<file path="src/rtl/guess_game_ctrl_if.sv">
// Player-side handshake bundle for the guess-the-number controller.
// Pulses and switches flow in; display digit, hints and status flow out.
interface guess_game_ctrl_if;
  logic       start;
  logic       submit;
  logic [3:0] guess_in;
  logic [3:0] num;
  logic       too_high;
  logic       too_low;
  logic       win;
  logic       lose;
  logic [3:0] tries_left;

  modport master (
    output start, submit, guess_in,
    input  num, too_high, too_low, win, lose, tries_left
  );

  modport slave (
    input  start, submit, guess_in,
    output num, too_high, too_low, win, lose, tries_left
  );
endinterface

</file>
<file path="src/rtl/guess_game_ctrl.sv">
// Guess-the-number game controller: LFSR target, hint flags, tries count.
// Every output is a register; num feeds seven_seg_display (4'hF blanks).
module guess_game_ctrl #(
  parameter int unsigned MAX_TRIES = 7,
  parameter logic [7:0]  LFSR_SEED = 8'hA5
) (
  input  logic              clk,
  input  logic              rst,
  guess_game_ctrl_if.slave  gif
);

  typedef enum logic [2:0] {
    IDLE,
    PLAY,
    CHECK,
    WIN,
    LOSE
  } state_t;

  localparam logic [3:0] MAX_T = 4'(MAX_TRIES);
  localparam logic [3:0] BLANK = 4'hF;

  state_t     state_q, state_n;
  logic [7:0] lfsr;
  logic       fb;
  logic [3:0] cap;
  logic [3:0] target_q, target_n;
  logic [3:0] guess_q, guess_n;
  logic [3:0] num_q, num_n;
  logic       hi_q, hi_n;
  logic       lo_q, lo_n;
  logic       win_q, win_n;
  logic       lose_q, lose_n;
  logic [3:0] tries_q, tries_n;

  assign fb  = lfsr[7] ^ lfsr[5] ^ lfsr[4] ^ lfsr[3];
  // fold 10..15 back into 0..5 so the target is always a digit
  assign cap = (lfsr[3:0] > 4'd9) ? lfsr[3:0] - 4'd10 : lfsr[3:0];

  always_comb begin
    state_n  = state_q;
    target_n = target_q;
    guess_n  = guess_q;
    hi_n     = hi_q;
    lo_n     = lo_q;
    win_n    = win_q;
    lose_n   = lose_q;
    tries_n  = tries_q;
    if (gif.start) begin
      state_n  = PLAY;
      target_n = cap;
      tries_n  = MAX_T;
      hi_n     = 1'b0;
      lo_n     = 1'b0;
      win_n    = 1'b0;
      lose_n   = 1'b0;
    end else begin
      unique case (state_q)
        IDLE: ;
        PLAY: begin
          if (gif.submit && gif.guess_in <= 4'd9) begin
            guess_n = gif.guess_in;
            state_n = CHECK;
          end
        end
        CHECK: begin
          if (guess_q == target_q) begin
            state_n = WIN;
            win_n   = 1'b1;
            hi_n    = 1'b0;
            lo_n    = 1'b0;
          end else begin
            hi_n = guess_q > target_q;
            lo_n = guess_q < target_q;
            if (tries_q <= 4'd1) begin
              tries_n = 4'd0;
              lose_n  = 1'b1;
              state_n = LOSE;
            end else begin
              tries_n = tries_q - 4'd1;
              state_n = PLAY;
            end
          end
        end
        WIN:  ;
        LOSE: ;
        default: state_n = IDLE;
      endcase
    end
  end

  always_comb begin
    num_n = BLANK;
    unique case (state_n)
      IDLE:        num_n = BLANK;
      PLAY, CHECK: num_n = gif.guess_in;
      WIN, LOSE:   num_n = target_n;
      default:     num_n = BLANK;
    endcase
  end

  always_ff @(posedge clk) begin
    if (rst) begin
      state_q  <= IDLE;
      lfsr     <= LFSR_SEED;
      target_q <= 4'd0;
      guess_q  <= 4'd0;
      num_q    <= BLANK;
      hi_q     <= 1'b0;
      lo_q     <= 1'b0;
      win_q    <= 1'b0;
      lose_q   <= 1'b0;
      tries_q  <= 4'd0;
    end else begin
      state_q  <= state_n;
      lfsr     <= {lfsr[6:0], fb};
      target_q <= target_n;
      guess_q  <= guess_n;
      num_q    <= num_n;
      hi_q     <= hi_n;
      lo_q     <= lo_n;
      win_q    <= win_n;
      lose_q   <= lose_n;
      tries_q  <= tries_n;
    end
  end

  assign gif.num        = num_q;
  assign gif.too_high   = hi_q;
  assign gif.too_low    = lo_q;
  assign gif.win        = win_q;
  assign gif.lose       = lose_q;
  assign gif.tries_left = tries_q;

endmodule

</file>
<file path="src/flat_wrapper.sv">
// flat-port wrapper written by rule: the top's interface ports become plain ports
module guess_game_ctrl_flat 
#(
  parameter int unsigned MAX_TRIES = 7,
  parameter logic [7:0]  LFSR_SEED = 8'hA5
)
  (clk, rst, gif_start, gif_submit, gif_guess_in, gif_num, gif_too_high, gif_too_low, gif_win, gif_lose, gif_tries_left);
  guess_game_ctrl_if gif_i ();
  input  logic clk;
  input  logic rst;
  input wire logic [$bits(gif_i.start)-1:0] gif_start;
  input wire logic [$bits(gif_i.submit)-1:0] gif_submit;
  input wire logic [$bits(gif_i.guess_in)-1:0] gif_guess_in;
  output wire logic [$bits(gif_i.num)-1:0] gif_num;
  output wire logic [$bits(gif_i.too_high)-1:0] gif_too_high;
  output wire logic [$bits(gif_i.too_low)-1:0] gif_too_low;
  output wire logic [$bits(gif_i.win)-1:0] gif_win;
  output wire logic [$bits(gif_i.lose)-1:0] gif_lose;
  output wire logic [$bits(gif_i.tries_left)-1:0] gif_tries_left;
  assign gif_i.start = gif_start;
  assign gif_i.submit = gif_submit;
  assign gif_i.guess_in = gif_guess_in;
  assign gif_num = gif_i.num;
  assign gif_too_high = gif_i.too_high;
  assign gif_too_low = gif_i.too_low;
  assign gif_win = gif_i.win;
  assign gif_lose = gif_i.lose;
  assign gif_tries_left = gif_i.tries_left;
  guess_game_ctrl #(.MAX_TRIES(MAX_TRIES), .LFSR_SEED(LFSR_SEED)) u_core (.clk(clk), .rst(rst), .gif(gif_i));
endmodule
</file>
<file path="config.mk">
export PLATFORM = sky130hd
export DESIGN_NAME = guess_game_ctrl_flat
export DESIGN_NICKNAME = d
export VERILOG_FILES = /design/src/rtl/guess_game_ctrl_if.sv /design/src/rtl/guess_game_ctrl.sv /design/src/flat_wrapper.sv
export SDC_FILE = /design/constraint.sdc
export NUM_CORES = 1
export LEC_CHECK = 0
export ABC_AREA = 1
export BUFFER_PORTS_ARGS = -buffer_cell sky130_fd_sc_hd__buf_2
export CORE_MARGIN = 4
export CORE_UTILIZATION = 45
export DETAILED_ROUTE_END_ITERATION = 8
export GPL_ROUTABILITY_DRIVEN = 0
export GPL_TIMING_DRIVEN = 0
export HOLD_SLACK_MARGIN = 0.15
export PLACE_DENSITY_LB_ADDON = 0.2
export SLEW_MARGIN = 20
export SYNTH_ARGS = -nofsm -noshare
export SYNTH_HDL_FRONTEND = slang
export SYNTH_SLANG_ARGS = --single-unit
</file>
<file path="constraint.sdc">
create_clock -name clk -period 1.9 [get_ports clk]
set_input_delay 0.38 -clock clk [delete_from_list [all_inputs] [get_ports clk]]
set_output_delay 0.38 -clock clk [all_outputs]
set_load 0.02 [all_outputs]
</file>
Word level (Yosys, flattened, before mapping)
Index checks and enable logic that the tools add are counted.

Multipliers: 0. Divide/modulo/power cells: 0. Shift operators: 0. Add/subtract/negate cells: 2. Order comparisons: 5. Multiplexer cells: 14. Equal/unequal tests: 10. Reduce and logical (&&, ||, !) cells: 12. Bitwise gates (word level): 5.

Operators by type and width (number): 3-bit two-way mux (7); 3-bit by 2-bit == test with 1-bit output, second input constant (4); 4-bit two-way mux (3); 3-bit case mux with 3 select lines (1); 4-bit case mux with 2 select lines (1); 3-bit by 1-bit == test with 1-bit output, second input constant (2); 3-bit == test, second input constant (2); 2-bit AND reduction (3); 3-bit AND reduction (2); 2-bit OR reduction (3); 4-bit == test (1); 4-bit greater-than comparator (1); 4-bit greater-than comparator, second input constant (1); 4-bit by 1-bit less-or-equal comparator with 1-bit output, second input constant (1); 4-bit less-or-equal comparator, second input constant (1); 4-bit less-than comparator (1); 4-bit by 1-bit subtractor with 4-bit output, second input constant (1); 4-bit subtractor, second input constant (1); 3-bit zero test (1); 3-bit OR reduction (1); 1-bit XOR (3); 1-bit two-way mux (2); 2-bit inequality test, second input constant (1); 1-bit inverter (2); 2 further kinds (2).

Memory bits (writable): 0. Register bits: 31. ROM bits: 0. Logic and storage cells: 59. Bits in latches: 0. Input port bits: 8. Output and inout port bits: 12. Memories: 0.

Logic depth before layout (Yosys ltp)
Word-level depth: 8. Depth in mapped cells: 13. Gate-level depth less buffers: 13.

Worst setup path after synthesis
Ideal clock, no wire load.

Path type: reg2reg. Start: reg u_core.tries_q[0] (netlist: u_core.gif.tries_left[0]). End: reg u_core.num_q[3] (netlist: u_core.gif.num[3]). Clock period less this slack: 1544 ps. Arrival time: 1425 ps. Path buffers: 0. Data required time: 1781 ps. Setup time: 119 ps. Setup slack: 356 ps. Stages on the path, launching flop included: 11. Path through: dfxtp_1 -> inv_1 -> ha_1 -> nor2_1 -> nor2_2 -> nand3_1 -> nand2_1 -> nand2_1 -> nand2_1 -> nand2_1 -> nand3_1.

Word-level cells in the longest chain between the ends: 8. Elaborated cells on any way between the ends: 12. Classes of those cells: order compare (1); eq/ne (4); mux (5); reduce/logical (2).

Ends and longest elaborated chain: start, declared (RTL line guess_game_ctrl.sv:34) `logic [3:0] tries_q, tries_n;`; start signal, assigned (RTL line guess_game_ctrl.sv:124) `tries_q <= tries_n;`; 4-bit by 1-bit less-or-equal comparator with 1-bit output (*) (RTL line guess_game_ctrl.sv:75) `if (tries_q <= 4'd1) begin`; 3-bit two-way mux (*) (RTL line guess_game_ctrl.sv:75); 3-bit two-way mux (*) (RTL line guess_game_ctrl.sv:67) `if (guess_q == target_q) begin`; 3-bit case mux with 3 select lines (*) (RTL line guess_game_ctrl.sv:58) `unique case (state_q)`; 3-bit two-way mux (*) (RTL line guess_game_ctrl.sv:49) `if (gif.start) begin`; 3-bit by 2-bit == test with 1-bit output, or another cell as far along (RTL line guess_game_ctrl.sv:94) `unique case (state_n)`; 2-bit OR reduction (RTL line guess_game_ctrl.sv:94); 4-bit case mux with 2 select lines (*) (RTL line guess_game_ctrl.sv:94); end signal, assigned (RTL line guess_game_ctrl.sv:119) `num_q <= num_n;`; end, declared (RTL line guess_game_ctrl.sv:29) `logic [3:0] num_q, num_n;`.

Every way passes the cells marked *; elsewhere a longest branch is shown, timed or not. A chain may end at the register's enable or synchronous reset.

Worst setup path after layout
Start: reg u_core.target_q[1]. End: reg u_core.num_q[3] (netlist: u_core.gif.num[3]).

Word-level cells in the longest chain between the ends: 7. Elaborated cells on any way between the ends: 11. Classes of those cells: eq/ne (5); mux (4); reduce/logical (2).

Ends and longest elaborated chain: start, declared (RTL line guess_game_ctrl.sv:27) `logic [3:0] target_q, target_n;`; start signal, assigned (RTL line guess_game_ctrl.sv:117) `target_q <= target_n;`; 4-bit == test (*) (RTL line guess_game_ctrl.sv:67); 3-bit two-way mux (*) (RTL line guess_game_ctrl.sv:67); 3-bit case mux with 3 select lines (*) (RTL line guess_game_ctrl.sv:58); 3-bit two-way mux (*) (RTL line guess_game_ctrl.sv:49); 3-bit by 2-bit == test with 1-bit output, or another cell as far along (RTL line guess_game_ctrl.sv:94); 2-bit OR reduction (RTL line guess_game_ctrl.sv:94); 4-bit case mux with 2 select lines (*) (RTL line guess_game_ctrl.sv:94).

Marks and branches as above.

==> results.yml <==
clock_tree:
  numCtsBuffers: 5
  clk_pin_slew_ns: 0.09
  holdBufCountCts: 0
  cts_tree: "done"
  htree_levels: 2
  cts_setup_buffers: 0
  cts-resized-gates: 0
  clock-sinks: 31
  cts_root_buf: "clkbuf_4"
  clockBufferDepth: 2
  worstSkewPairLatency_ns: 0.33
yosys:
  ys.flop_type: "dfxtp_1"
  synth-edff-count: 0
  synthesis.area_um2: 1430
  synth_top_area_share_pct: 43.4
  yosys_warnings: 0
  postSynthNetCount: 207
  avgSynthCellArea_um2: 7.44
  synth_commonest_cells: "40 x nand2_1, 31 x dfxtp_1, 28 x inv_1, 23 x nor2_1"
  ys_seq_elements: 31
  synth_cells: 192
  synth_area_leaders: "dfxtp_1 43%, nand2_1 11%, inv_1 7.4%"
  ys_types: 30
  async_reset_ff_share_pct: 0
  synth_top_area_cell: "dfxtp_1"
  synth.most_common_cell: "nand2_1"
  ys_seq_area_share_pct: 43.4
grt:
  grt_usage_pct: 15.3
  overflow: 0
  antenna_found_initial: 0
  grt_first_pass_wirelength_um: 4950
  grt_max_degree: 11
  first_global_vias: 1212
worst_hold_path:
  hold_path.class: "input port to register"
sta:
  worst_pin_slew_ns: 0.461
  clock_skew_ns: 0.00530
  setup_ws_ns: 0.244
  slew_headroom_pct: 69.3
  rsz0062_at_grt: "no"
  fin_setup_tns_ns: 0
  fmax_ghz: 0.604
  layout_min_cycle_time_ns: 1.66
  holdWs_ns: 0.269
  period_share_pct: 87.1
  hold_viol: 0
  slew_viol_final: 0
  setup_viol: 0
routing:
  vias: 1236
  vias_per_cell: 4.72
  wirelength_um: 2740
  ant_nets: 0
  dr.pass1.iters: 4
  wire_per_inst_um: 10.5
  drc: 0
  drtIter0Drc: 74
setup_path:
  cp-start-kind: "register"
  timing.critical_path.required_ns: 2.13
  endpoint_kind: "register"
  path_max_fanout: 4
  cp.arrival_ns: 1.88
  critPathKind: "register to register"
placed_design:
  io_buffers: 18
  dpl_worst_slack_ns: 0.271
  dp_hpwl_um: 2170
finish:
  synthToLayoutAreaGrowth_pct: 16.2
  diodes: 0
  nNetsFinal: 232
  final_layout_size_suffix_gt1_share_pct: 20.6
  fill_cells: 328
status:
  status: "completed"
power:
  combPwrFrac_pct: 14.9
  cellPowerDensity_nw_per_um2: 882
  clockPowerShare_pct: 36.9
  p_seq_share_pct: 48.2
  p_sw_share_pct: 26.7
  p_sw_w: 0.000391
  intPower_w: 0.00107
  p_leak_nw: 0.797
  ir_drop_uv: 517
flow_run:
  drv_cap: 0
floorplanning:
  ios: 20
  die_area_um2: 4140
  row_count: 20
  die_h_um: 64.4
  die_w_um: 64.4
  start_util_pct: 46.8
  fp.coreArea_um2: 3050
layout make-up:
class	count	area (µm²)	share of cell area (%)
Buffer	3	12.5	0.754
Clock buffer	6	51.3	3.09
Clock inverter	2	35.0	2.11
Inverter	31	118	7.08
Multi-Input combinational cell	127	678	40.8
Sequential cell	31	621	37.4
Tap cell	44	55.1	3.32
Timing Repair Buffer	18	90.1	5.43
power by group through the flow:
stage                     Sequential [W]  Clock (W)  Combinational [W]
after floorplan                 0.000734          0           0.000148
after global placement          0.000719          0           0.000216
after detailed placement        0.000720          0           0.000219
after CTS                       0.000706   0.000555           0.000221
after global routing            0.000710   0.000585           0.000252
final                           0.000706   0.000540           0.000218
flip-flops by register name, indices dropped and copies added, names as in the netlist:
| name | count |
|---|---|
| u_core.lfsr | 8 |
| u_core.state_q | 3 |
| u_core.target_q | 4 |
| u_core.gif.too_high | 1 |
| u_core.gif.too_low | 1 |
| u_core.gif.win | 1 |
| u_core.gif.lose | 1 |
| u_core.gif.tries_left | 4 |
| u_core.guess_q | 4 |
| u_core.gif.num | 4 |
layer usage:
| metal | part of all wire (%) | track usage [%] | up-vias |
|---|---|---|---|
| met5 | 0 | 0 | - |
| met2 | 46 | 25.4 | 33 |
| met3 | 5.8 | 5.45 | 7 |
| li1 | - | - | 654 |
| met1 | 46 | 17.9 | 542 |
| met4 | 2.2 | 5.80 | 0 |
path summary, 6_finish.rpt:
path / startpoint / to / slack (ns) / depth (start not counted)
hold reg to reg: u_core.lfsr[6] / u_core.lfsr[7] / 0.44 / 1
hold / removal: gif_guess_in[0] / u_core.gif.num[0] / 0.27 / 3
setup / recovery: u_core.target_q[1] / u_core.gif.num[3] / 0.24 / 11
setup reg to reg: u_core.target_q[1] / u_core.gif.num[3] / 0.24 / 11
cells by family (layout without fill, tap and decap cells):
family | count (synthesis) | after routing | synth area share (%)
buffers and inverters | 34 | 60 | 9.11
flip-flops | 31 | 31 | 43.4
adder cells (fa/ha/maj) | 7 | 7 | 6.13
AO/OA/AOI/OAI | 28 | 28 | 11.3
AND/OR/NAND/NOR | 90 | 90 | 28.8
XOR/XNOR | 2 | 2 | 1.23
through the flow:
| stage | total power, W | instances | utilization (%) | area, µm² |
|---|---|---|---|---|
| 2_1_floorplan | 0.000882 | 192 | - | 1430 |
| 4_1_cts | 0.00148 | 262 | 54.4 | 1660 |
| 5_1_grt | 0.00155 | 262 | 54.4 | 1660 |
| 3_5_place_dp | 0.000940 | 254 | 51.6 | 1570 |
| 3_3_place_gp | 0.000934 | 254 | 51.6 | 1570 |
| 6_report | 0.00146 | 262 | 54.4 | 1660 |
critical path, cell delays in order, from the launching register on:
cell	delay, ns
dfxtp_1	0.32
inv_1	0.05
ha_1	0.29
nand2_1	0.09
nor2_2	0.21
o21ai_0	0.12
nand2_1	0.09
nand2_1	0.08
nand3_1	0.10
nand2_1	0.06
clkinv_2	0.07
nand3_1	0.06
cells in the final DEF, fill, tap and decap left out, drive strengths merged:
| master | synthesis | layout |
|---|---|---|
| a21oi | 11 | 11 |
| inv | 30 | 30 |
| nand4 | 1 | 1 |
| xor2 | 1 | 1 |
| nand3 | 12 | 12 |
| a221oi | 1 | 1 |
| dfxtp | 31 | 31 |
| o22ai | 1 | 1 |
| xnor2 | 1 | 1 |
| or2 | 2 | 2 |
| clkbuf | 1 | 7 |
| ha | 7 | 7 |
| nor2 | 29 | 29 |
| o21ai | 11 | 11 |
| bufinv | 0 | 1 |
| nand2 | 43 | 43 |
| buf | 2 | 20 |
| nor3 | 3 | 3 |
| o211ai | 1 | 1 |
| a211oi | 1 | 1 |
| clkinv | 1 | 2 |
| o21a | 1 | 1 |
| a22oi | 1 | 1 |
Power figures use the tool's default switching activity.
